File: config.mk
export PLATFORM = sky130hd
export DESIGN_NAME = lsu_split_flat
export DESIGN_NICKNAME = d
export VERILOG_FILES = /design/src/rtl/lsu_split_if.sv /design/src/rtl/lsu_split.sv /design/src/flat_wrapper.sv
export SDC_FILE = /design/constraint.sdc
export NUM_CORES = 1
export LEC_CHECK = 0
export ABC_AREA = 1
export CAP_MARGIN = 20
export CELL_PAD_IN_SITES_DETAIL_PLACEMENT = 1
export CELL_PAD_IN_SITES_GLOBAL_PLACEMENT = 2
export CORE_AREA = 2 2 179 181
export DETAILED_ROUTE_END_ITERATION = 8
export DIE_AREA = 0 0 181 183
export DONT_BUFFER_PORTS = 1
export PLACE_DENSITY = 0.72
export SYNTH_ARGS = -nofsm -noshare
export SYNTH_HDL_FRONTEND = slang
export SYNTH_SLANG_ARGS = --single-unit
File: constraint.sdc
create_clock -name clk -period 3.98 [get_ports clk]
set_input_delay 0.398 -clock clk [delete_from_list [all_inputs] [get_ports clk]]
set_output_delay 0.398 -clock clk [all_outputs]
set_load 0.01 [all_outputs]
File: src/rtl/lsu_split_if.sv
// Request, response and data-memory signals of the load/store unit.
// The slave modport is the LSU side; master is the pipeline plus memory.
interface lsu_split_if #(
    parameter int XLEN = 32
);
    localparam int B = XLEN / 8;

    logic            req_valid;
    logic            req_ready;
    logic            req_store;
    logic [2:0]      req_funct3;
    logic [XLEN-1:0] req_addr;
    logic [XLEN-1:0] req_wdata;
    logic [4:0]      req_rd;

    logic            dmem_read;
    logic            dmem_write;
    logic [XLEN-1:0] dmem_address;
    logic [XLEN-1:0] dmem_wdata;
    logic [B-1:0]    dmem_byte_enable;
    logic [XLEN-1:0] dmem_rdata;
    logic            dmem_resp;

    logic            resp_valid;
    logic [XLEN-1:0] resp_rdata;
    logic [4:0]      resp_rd;
    logic [XLEN-1:0] resp_addr;
    logic            resp_trap;

    modport slave (
        input  req_valid, req_store, req_funct3,
        input  req_addr, req_wdata, req_rd,
        input  dmem_rdata, dmem_resp,
        output req_ready,
        output dmem_read, dmem_write, dmem_address,
        output dmem_wdata, dmem_byte_enable,
        output resp_valid, resp_rdata, resp_rd,
        output resp_addr, resp_trap
    );

    modport master (
        output req_valid, req_store, req_funct3,
        output req_addr, req_wdata, req_rd,
        output dmem_rdata, dmem_resp,
        input  req_ready,
        input  dmem_read, dmem_write, dmem_address,
        input  dmem_wdata, dmem_byte_enable,
        input  resp_valid, resp_rdata, resp_rd,
        input  resp_addr, resp_trap
    );
endinterface

File: src/rtl/lsu_split.sv
// Load/store unit: splits word-crossing accesses into two aligned
// memory transactions and merges/extends the returned load data.
module lsu_split #(
    parameter int XLEN = 32
) (
    input logic       clk,
    input logic       rst,
    lsu_split_if.slave bus
);
    localparam int B  = XLEN / 8;
    localparam int OW = $clog2(B);

    typedef enum logic [1:0] {IDLE, ACC1, ACC2, RESP} state_t;

    state_t          state_q, state_d;
    logic            store_q, trap_q;
    logic [2:0]      f3_q;
    logic [XLEN-1:0] addr_q, wdata_q, lo_q, hi_q;
    logic [4:0]      rd_q;

    logic            legal;
    logic [OW-1:0]   off;
    logic [3:0]      size;
    logic [4:0]      last;
    logic            split;
    logic [XLEN-1:0] base;
    logic [XLEN-1:0] val;
    logic [XLEN-1:0] ext;
    logic            sgn;
    int              nb;

    always_comb begin
        legal = 1'b0;
        if (bus.req_store)
            legal = (bus.req_funct3 inside {3'd0, 3'd1, 3'd2})
                 || (XLEN == 64 && bus.req_funct3 == 3'd3);
        else
            legal = (bus.req_funct3 inside {3'd0, 3'd1, 3'd2, 3'd4, 3'd5})
                 || (XLEN == 64 && bus.req_funct3 inside {3'd3, 3'd6});
    end

    assign off   = addr_q[OW-1:0];
    assign size  = 4'd1 << f3_q[1:0];
    assign last  = 5'(off) + 5'(size);
    assign split = last > 5'(B);
    assign base  = {addr_q[XLEN-1:OW], {OW{1'b0}}};

    always_ff @(posedge clk or posedge rst) begin
        if (rst) state_q <= IDLE;
        else     state_q <= state_d;
    end

    always_comb begin
        state_d = state_q;
        case (state_q)
            IDLE: if (bus.req_valid) state_d = legal ? ACC1 : RESP;
            ACC1: if (bus.dmem_resp) state_d = split ? ACC2 : RESP;
            ACC2: if (bus.dmem_resp) state_d = RESP;
            RESP: state_d = IDLE;
            default: state_d = IDLE;
        endcase
    end

    always_ff @(posedge clk or posedge rst) begin
        if (rst) begin
            store_q <= 1'b0;
            trap_q  <= 1'b0;
            f3_q    <= '0;
            addr_q  <= '0;
            wdata_q <= '0;
            rd_q    <= '0;
            lo_q    <= '0;
            hi_q    <= '0;
        end else begin
            case (state_q)
                IDLE: if (bus.req_valid) begin
                    store_q <= bus.req_store;
                    trap_q  <= !legal;
                    f3_q    <= bus.req_funct3;
                    addr_q  <= bus.req_addr;
                    wdata_q <= bus.req_wdata;
                    rd_q    <= bus.req_rd;
                    lo_q    <= '0;
                    hi_q    <= '0;
                end
                ACC1: if (bus.dmem_resp) lo_q <= bus.dmem_rdata;
                ACC2: if (bus.dmem_resp) hi_q <= bus.dmem_rdata;
                default: ;
            endcase
        end
    end

    always_comb begin
        bus.req_ready        = (state_q == IDLE);
        bus.dmem_read        = 1'b0;
        bus.dmem_write       = 1'b0;
        bus.dmem_address     = '0;
        bus.dmem_wdata       = '0;
        bus.dmem_byte_enable = '0;
        case (state_q)
            ACC1: begin
                bus.dmem_read    = !store_q;
                bus.dmem_write   = store_q;
                bus.dmem_address = base;
                bus.dmem_wdata   = wdata_q << (8 * int'(off));
                for (int i = 0; i < B; i++)
                    bus.dmem_byte_enable[i] =
                        (5'(i) >= 5'(off)) && (5'(i) < last);
            end
            ACC2: begin
                bus.dmem_read    = !store_q;
                bus.dmem_write   = store_q;
                bus.dmem_address = base + XLEN'(B);
                bus.dmem_wdata   = wdata_q >> (8 * (B - int'(off)));
                for (int i = 0; i < B; i++)
                    bus.dmem_byte_enable[i] = 5'(i) < (last - 5'(B));
            end
            default: ;
        endcase
    end

    // Bring byte o of {hi,lo} down to lane 0, then extend S bytes
    assign val = XLEN'({hi_q, lo_q} >> (8 * int'(off)));
    assign nb  = 8 * int'(size);

    always_comb begin
        case (f3_q[1:0])
            2'b00:   sgn = val[7];
            2'b01:   sgn = val[15];
            2'b10:   sgn = val[31];
            default: sgn = val[XLEN-1];
        endcase
        sgn = sgn && !f3_q[2];
        ext = '0;
        for (int i = 0; i < XLEN; i++)
            ext[i] = (i < nb) ? val[i] : sgn;
    end

    assign bus.resp_valid = (state_q == RESP);
    assign bus.resp_rdata = (store_q || trap_q) ? '0 : ext;
    assign bus.resp_rd    = rd_q;
    assign bus.resp_addr  = addr_q;
    assign bus.resp_trap  = trap_q;
endmodule

File: src/flat_wrapper.sv
// flat-port wrapper written by rule: the top's interface ports become plain ports
module lsu_split_flat 
#(
    parameter int XLEN = 32
)
  (clk, rst, bus_req_valid, bus_req_store, bus_req_funct3, bus_req_addr, bus_req_wdata, bus_req_rd, bus_dmem_rdata, bus_dmem_resp, bus_req_ready, bus_dmem_read, bus_dmem_write, bus_dmem_address, bus_dmem_wdata, bus_dmem_byte_enable, bus_resp_valid, bus_resp_rdata, bus_resp_rd, bus_resp_addr, bus_resp_trap);
  lsu_split_if #(.XLEN(XLEN)) bus_i ();
  input logic clk;
  input logic rst;
  input wire logic [$bits(bus_i.req_valid)-1:0] bus_req_valid;
  input wire logic [$bits(bus_i.req_store)-1:0] bus_req_store;
  input wire logic [$bits(bus_i.req_funct3)-1:0] bus_req_funct3;
  input wire logic [$bits(bus_i.req_addr)-1:0] bus_req_addr;
  input wire logic [$bits(bus_i.req_wdata)-1:0] bus_req_wdata;
  input wire logic [$bits(bus_i.req_rd)-1:0] bus_req_rd;
  input wire logic [$bits(bus_i.dmem_rdata)-1:0] bus_dmem_rdata;
  input wire logic [$bits(bus_i.dmem_resp)-1:0] bus_dmem_resp;
  output wire logic [$bits(bus_i.req_ready)-1:0] bus_req_ready;
  output wire logic [$bits(bus_i.dmem_read)-1:0] bus_dmem_read;
  output wire logic [$bits(bus_i.dmem_write)-1:0] bus_dmem_write;
  output wire logic [$bits(bus_i.dmem_address)-1:0] bus_dmem_address;
  output wire logic [$bits(bus_i.dmem_wdata)-1:0] bus_dmem_wdata;
  output wire logic [$bits(bus_i.dmem_byte_enable)-1:0] bus_dmem_byte_enable;
  output wire logic [$bits(bus_i.resp_valid)-1:0] bus_resp_valid;
  output wire logic [$bits(bus_i.resp_rdata)-1:0] bus_resp_rdata;
  output wire logic [$bits(bus_i.resp_rd)-1:0] bus_resp_rd;
  output wire logic [$bits(bus_i.resp_addr)-1:0] bus_resp_addr;
  output wire logic [$bits(bus_i.resp_trap)-1:0] bus_resp_trap;
  assign bus_i.req_valid = bus_req_valid;
  assign bus_i.req_store = bus_req_store;
  assign bus_i.req_funct3 = bus_req_funct3;
  assign bus_i.req_addr = bus_req_addr;
  assign bus_i.req_wdata = bus_req_wdata;
  assign bus_i.req_rd = bus_req_rd;
  assign bus_i.dmem_rdata = bus_dmem_rdata;
  assign bus_i.dmem_resp = bus_dmem_resp;
  assign bus_req_ready = bus_i.req_ready;
  assign bus_dmem_read = bus_i.dmem_read;
  assign bus_dmem_write = bus_i.dmem_write;
  assign bus_dmem_address = bus_i.dmem_address;
  assign bus_dmem_wdata = bus_i.dmem_wdata;
  assign bus_dmem_byte_enable = bus_i.dmem_byte_enable;
  assign bus_resp_valid = bus_i.resp_valid;
  assign bus_resp_rdata = bus_i.resp_rdata;
  assign bus_resp_rd = bus_i.resp_rd;
  assign bus_resp_addr = bus_i.resp_addr;
  assign bus_resp_trap = bus_i.resp_trap;
  lsu_split #(.XLEN(XLEN)) u_core (.clk(clk), .rst(rst), .bus(bus_i));
endmodule
---- Word level (Yosys, flattened, before mapping) ----
Cells that the tools add are included.
cells by class
  add/sub/neg operators ................... 4
  order comparisons ....................... 44
  eq/ne operators ......................... 11
  shift operators ......................... 4
  multiplexer cells ....................... 50
  reduce and logical (&&, ||, !) cells .... 20
operator list
  operator                                                                         number
  32-bit one-hot mux with 2 select lines                                           4
  5-bit by 7-bit less-than comparator with 1-bit output, first input constant      16
  32-bit two-way mux                                                               3
  64-bit by 5-bit >> shifter with 32-bit output                                    1
  4-bit by 7-bit less-than comparator with 1-bit output, first input constant      8
  1-bit two-way mux                                                                36
  32-bit by 3-bit adder with 32-bit output, second input constant                  1
  32-bit by 5-bit left shift with 32-bit output                                    1
  32-bit by 32-bit >> shifter with 32-bit output                                   1
  3-bit by 7-bit less-than comparator with 1-bit output, first input constant      4
  1-bit by 5-bit less-than comparator with 1-bit output, first input constant      4
  2-bit by 5-bit less-than comparator with 1-bit output, first input constant      4
  1-bit by 7-bit less-than comparator with 1-bit output, first input constant      2
  2-bit by 7-bit less-than comparator with 1-bit output, first input constant      2
  3-bit AND reduction                                                              3
  2-bit two-way mux                                                                4
  2-bit one-hot mux with 4 select lines                                            1
  4-bit one-hot mux with 2 select lines                                            1
  3-bit == test, second input constant                                             2
  2-bit != test, second input constant                                             3
  2-bit by 4-bit adder with 5-bit output                                           1
  5-bit by 3-bit greater-than comparator with 1-bit output, second input constant  1
  5-bit nonzero test                                                               1
  5-bit by 3-bit subtractor with 5-bit output, second input constant               1
  18 further kinds                                                                 28
storage, ports and cells
  register bits ........................... 140
  input bits .............................. 109
  output and inout bits ................... 142

---- Logic depth before layout (Yosys ltp) ----
  word-level depth ........................ 6
  mapped depth ............................ 18

---- Worst setup path before layout ----
Ideal clock, no wire load.
  path kind ............................... flip-flop to output port
  start ................................... register u_core.addr_q[1] (netlist: u_core.bus.resp_addr[1])
  end ..................................... output port bus_dmem_byte_enable[1]
  arrival ................................. 2367 ps
  slack ................................... 1215 ps
  cell stages (with the launch flop) ...... 17
  buffers on the path ..................... 2
  cells stage by stage .................... dfrtp_1 -> buf_4 -> inv_4 -> clkbuf_1 -> o21ai_0 -> nand2_1 -> inv_1 -> ha_1 -> a21oi_1 -> nand2_1 -> nand2_1 -> inv_2 -> ha_1 -> nor2_1 -> nand3_1 -> nand2_1 -> a21oi_1
on the way
  longest elaborated chain between the ends .. 4
  elaborated cells between the ends (all ways) .. 7
ends and longest elaborated chain
  what                                                                                                                         line                                source
  from (decl)                                                                                                                  lsu_split.sv:18                     logic [XLEN-1:0] addr_q, wdata_q, lo_q, hi_q;
  from (signal assigned)                                                                                                       lsu_split.sv:80                     addr_q <= bus.req_addr;
  2-bit by 4-bit adder with 5-bit output                                                                                       lsu_split.sv:44                     assign last = 5'(off) + 5'(size);
  5-bit by 3-bit subtractor with 5-bit output / 1-bit by 5-bit less-than comparator with 1-bit output (equally long branches)  lsu_split.sv:116, lsu_split.sv:108
  1-bit by 5-bit less-than comparator with 1-bit output / 1-bit logical AND (equally long branches)                            lsu_split.sv:116, lsu_split.sv:108
  4-bit one-hot mux with 2 select lines (*)                                                                                    lsu_split.sv:100                    case (state_q)
  to (decl)                                                                                                                    flat_wrapper.sv:23                  output wire logic [$bits(bus_i.dmem_byte_enable)-1:0] bus_dmem_byte_enable;
Every way passes the cells marked *; elsewhere a longest branch is shown, timed or not.

---- Worst setup path in the final report ----
Same ends and word-level chain as after synthesis.

==> reports/metrics.yaml <==
cells_and_area:
  stdcell_area_um2: 10110
  areaGrowthSynthToFinish_pct: 9.334
  layout_commonest_cell: "nand2_1"
  nets: 1362
  final_cells: 1657
  drive_above_1_share_pct: 14.13
  finish.utilization_pct: 32.38
  final_cell_mix: "nand2_1 (279), inv_1 (151), dfrtp_1 (131), nor2_1 (127), a21oi_1 (99)"
clock_network:
  cts_root_buffer: "clkbuf_16"
  clkLatencyLatePin_ps: 440
  ctsHtreeMaxLevel: 4
  cts_buffers: 17
  cts_buffer_depth: 2
  cts_sinks: 132
  clk_pin_slew_worst_paths_ps: 60
  postCtsSetupBuffers: 0
  cts_tree: "yes"
logic_synthesis:
  netlist_area_um2: 9249
  yosysSeqAreaShare_pct: 35.71
  synth_cell_type_count: 42
  synth_seq_cells: 132
  synth_top_area_cell: "dfrtp_1"
  syn_inst: 1283
  synth.area.top_cells: "dfrtp_1 (36%), nand2_1 (11%), inv_1 (6.2%)"
  netlist.area_leader.share_pct: 35.71
  avgSynthCellArea_um2: 7.209
  ys.warnings.count: 0
floorplan:
  dieArea_um2: 33120
  io-pin-count: 251
  die_y_um: 183
  die_x_um: 181
  core_um2: 31230
  initial_utilization_pct: 29.62
  row_count: 65
sta:
  rsz0062_at_grt: "false"
  setup_viol: 0
  tightest_slew_ps: 876.7
  fmax_mhz: 294.3
  finClkSkew_ps: 8.693
  tns_ps: 0
  fin_ws_ps: 582.4
  min_period_ps: 3398
  drv_slew: 0
  slew-limit-headroom_pct: 41.56
  finalHoldViolCount: 0
  min_period_over_period_pct: 85.37
  fin_hold_ws_ps: 102.3
run_status:
  status: "complete, no violations"
setup_path:
  r2r_cells: 7
  start_kind: "register"
  critPathRequiredTime_ps: 3580
  crit_path_end: "bus_dmem_byte_enable[1]"
  rr_startpoint: "u_core.state_q[0]$_DFFE_PP0P_"
  crit_path_max_fanout: 38
  cp.arrival_ps: 3000
  cp-end-kind: "output port"
  crit_type: "register to output port"
  worstReg2RegEnd: "u_core.hi_q[16]$_DFFE_PP0P_"
  regToRegSetupSlack_ps: 1470
  crit_start: "u_core.bus.resp_addr[1]$_DFFE_PP0P_"
route:
  drt-initial-drc-count: 363
  drcViolationCount: 0
  avgRoutedWirePerCell_um: 20.53
  postRouteAntennaNets: 0
  vias: 8499
  routed_wirelength_mm: 34.03
  first_pass_iters: 4
  viasPerCell: 5.129
hold_path:
  hold_path.class: "input pin to register"
placed_design:
  dp_hpwl_mm: 24.64
  routabilityCongestion: 0.8511
  dp_worst_setup_slack_ps: 1029
  dpl_cell_area_um2: 9417
  port_buffers: 0
  dpl.cell_count: 1622
power:
  p_leak_nw: 4.662
  power.total_mw: 10.37
  peakVddDrop_v: 0.0005030
  p_per_area_nw_per_um2: 1025
global_routing:
  grt_use_total_pct: 21.05
  grt_pass1_wl_mm: 53.36
  antenna_found_initial: 2
  overflow: 0
  grt_max_degree: 83
  grt_pass1_vias: 8916
run:
  maxCapViolCount: 0
-- how the worst min path moves through the flow --
stage / startpoint / endpoint / slack [ps] / cells past startpoint
finish: bus_req_wdata[1] / u_core.wdata_q[1]$_DFFE_PP0P_ / 100 / 1
global placement: rst / u_core.bus.resp_addr[3]$_DFFE_PP0P_ / 490 / 1
detailed placement: rst / u_core.bus.resp_addr[2]$_DFFE_PP0P_ / 480 / 1
global route: bus_req_wdata[1] / u_core.wdata_q[1]$_DFFE_PP0P_ / 70 / 1
CTS: bus_req_wdata[1] / u_core.wdata_q[1]$_DFFE_PP0P_ / 70 / 1
floorplan: u_core.f3_q[2]$_DFFE_PP0P_ / u_core.f3_q[2]$_DFFE_PP0P_ / 470 / 2
-- logic make-up (layout without fill, tap and decap cells) --
| logic type | Yosys count | count (layout) | synth area share, % |
|---|---|---|---|
| flops | 132 | 132 | 35.71 |
| simple gates | 544 | 544 | 25.16 |
| mux | 35 | 35 | 4.261 |
| fa+ha+maj | 13 | 13 | 1.759 |
| compound gates | 312 | 312 | 20.81 |
| other cells | 1 | 4 | 0.04055 |
| buf+inv | 246 | 215 | 12.26 |
-- cell usage after synthesis, drive strengths merged --
cell type / count
nand2: 296
o21ai: 142
nor3b: 1
o221ai: 17
nor2: 141
a211oi: 30
or2: 2
nor3: 9
buf: 60
a31oi: 2
a22oi: 3
a21oi: 105
ha: 13
o211ai: 9
dfrtp: 132
clkinv: 3
conb: 1
clkbuf: 20
o22ai: 4
inv: 163
mux2: 35
and2: 4
nand3: 89
nand4: 2
-- layout make-up --
cell class,count,area [µm²]
clock inverter,12,224.0
multi-input combinational,906,4846
timing repair buffer,17,130.1
inverter,166,640.6
fill,3893,21120
sequential,132,3307
clock buffer,20,456.7
antenna,2,5.005
tap,402,503.0
-- power breakdown --
group / total (mW) / internal [mW] / leakage, nW / switching, mW
clock network: 1.86 / 1.21 / 0.331 / 0.645
registers: 2.64 / 1.97 / 1.60 / 0.673
logic: 5.87 / 1.64 / 2.73 / 4.23
-- registers in the layout (all words and copies together) (netlist names) --
register / count
u_core.bus.resp_addr: 32
u_core.bus.resp_rd: 5
u_core.bus.resp_trap: 1
u_core.f3_q: 3
u_core.hi_q: 24
u_core.lo_q: 32
u_core.state_q: 2
u_core.store_q: 1
u_core.wdata_q: 32
-- repair_timing --
action / CTS / global route
resized for setup: 0 / 0
hold buffers: 1 / 0
endpoints found under the hold margin: 4 / 0
-- critical path, stage by stage (launching register included) --
cell	delay, ps
dfrtp_1	390
buf_4	430
nand3_1	170
nand2_1	100
inv_1	40
ha_1	200
a21oi_1	110
nand2_1	60
nand2_1	140
inv_2	80
ha_1	270
nor2_1	60
nand3_1	100
nand2_1	90
a21oi_1	320
-- metal layers --
metal	vias up	track usage, %	part of all wire [%]
li1	4109	-	-
met2	222	35.14	48
met4	0	6.472	2.3
met5	-	0	0
met1	4133	25.66	42
met3	35	7.188	7.6
Power figures use the tool's default switching activity.
==> variant: new RTL, same flow settings <==
The 4 states of `state_t` get a one-hot encoding in 4 bits.
--- a/src/rtl/lsu_split.sv
+++ b/src/rtl/lsu_split.sv
@@ -10,7 +10,7 @@
     localparam int B  = XLEN / 8;
     localparam int OW = $clog2(B);
 
-    typedef enum logic [1:0] {IDLE, ACC1, ACC2, RESP} state_t;
+    typedef enum logic [3:0] {IDLE = 4'b0001, ACC1 = 4'b0010, ACC2 = 4'b0100, RESP = 4'b1000} state_t;
 
     state_t          state_q, state_d;
     logic            store_q, trap_q;
Behaviour: same outputs for any inputs over 4 cycles, from zero or initial values and one cycle with rst high; so few cycles prove little.
==> variant against the unedited design <==
Sequential cell count rose by 2; worst setup slack gained 180 ps; final area decreased by 3.8%; worst hold slack lost 77 ps; global-route usage up 0.32 points; count of clock-buffer cells in the layout grew 1; total power is 26% lower; area after synthesis down 4.9%; non-clock buffer count up 15; routed wire length is 2.9% higher; critical path type unchanged; critical endpoint is now bus_dmem_wdata[16]; largest power group unchanged; highest routed layer unchanged.
==> variant: results (changes against the unedited design) <==
[run_status]
status = finished, final reports clean

[power]
ir_drop_v = 0.0003150  ; -37%
p_int_w = 0.003758  ; -22%
p_total_w = 0.007675  ; -26%
comb_power_share_pct = 46.6  ; -10 points
clockPowerShare_pct = 22.2  ; +4.3 points

[global_routing]
grtUsageMet1_pct = 27.12  ; +1.5 points
grt_pass1_wl_um = 54900  ; +2.9%

[route]
met1_length_um = 15650  ; +8.2%
drt_iter0_markers = 411  ; +13%
viasPerCell = 5.240  ; +2.2%
dr_wl_met2_um = 16570  ; +2.2%
wirelength_um = 35030  ; +2.9%

[logic_synthesis]
yosysSeqAreaShare_pct = 38.14  ; +2.4 points
synth_cell_types = 49  ; +17%
synth_fa_ha_area_share_pct = 0.8536  ; -0.91 points

[worst_setup_path]
critPathMaxFanout = 12  ; -68%
r2r_slack_ps = 1390  ; -80 ps
reg2reg_to = u_core.lo_q[20]
arrival_ps = 2820  ; -180 ps
slowest_stage = nor2_2

[cells_and_area]
drive_gt1_share_pct = 7.831  ; -6.3 points
fillCellCount = 3959  ; +1.7%

[place]
hpwl_um = 24370  ; -1.1%
dp_cells = 1646  ; +1.5%

variant: cell types whose count changed after synthesis, moves of 23 or more:
cell / delta
inv_1: -26
nand2_1: +56
mux2_2: -35
o21ai_0: +96
nand3_1: +36
a21oi_1: -42
o21ai_2: -30
nor2_1: -27
a211oi_1: -23
variant: metrics by stage:
stage / hold WS (ps) / setup WS (ps) / area, µm²
floorplan: 464.1 / 0.9002 / 8798
global placement: 483.5 / 1246 / 9080
detailed placement: 494.8 / 1186 / 9080
CTS: 54.75 / 674.9 / 9697
global route: 67.28 / 504.7 / 9724
finish: 25.27 / 758.9 / 9724
variant: final cells by class:
type | instances | area [µm²] | share of cell area (%)
repair buffers | 32 | 260.3 | 2.676
flip-flops and latches | 134 | 3359 | 34.55
clock buffers | 21 | 470.5 | 4.838
inverters | 135 | 516.7 | 5.314
clock inverters | 11 | 146.4 | 1.505
multi-input cells | 944 | 4468 | 45.95
well taps | 402 | 503.0 | 5.172
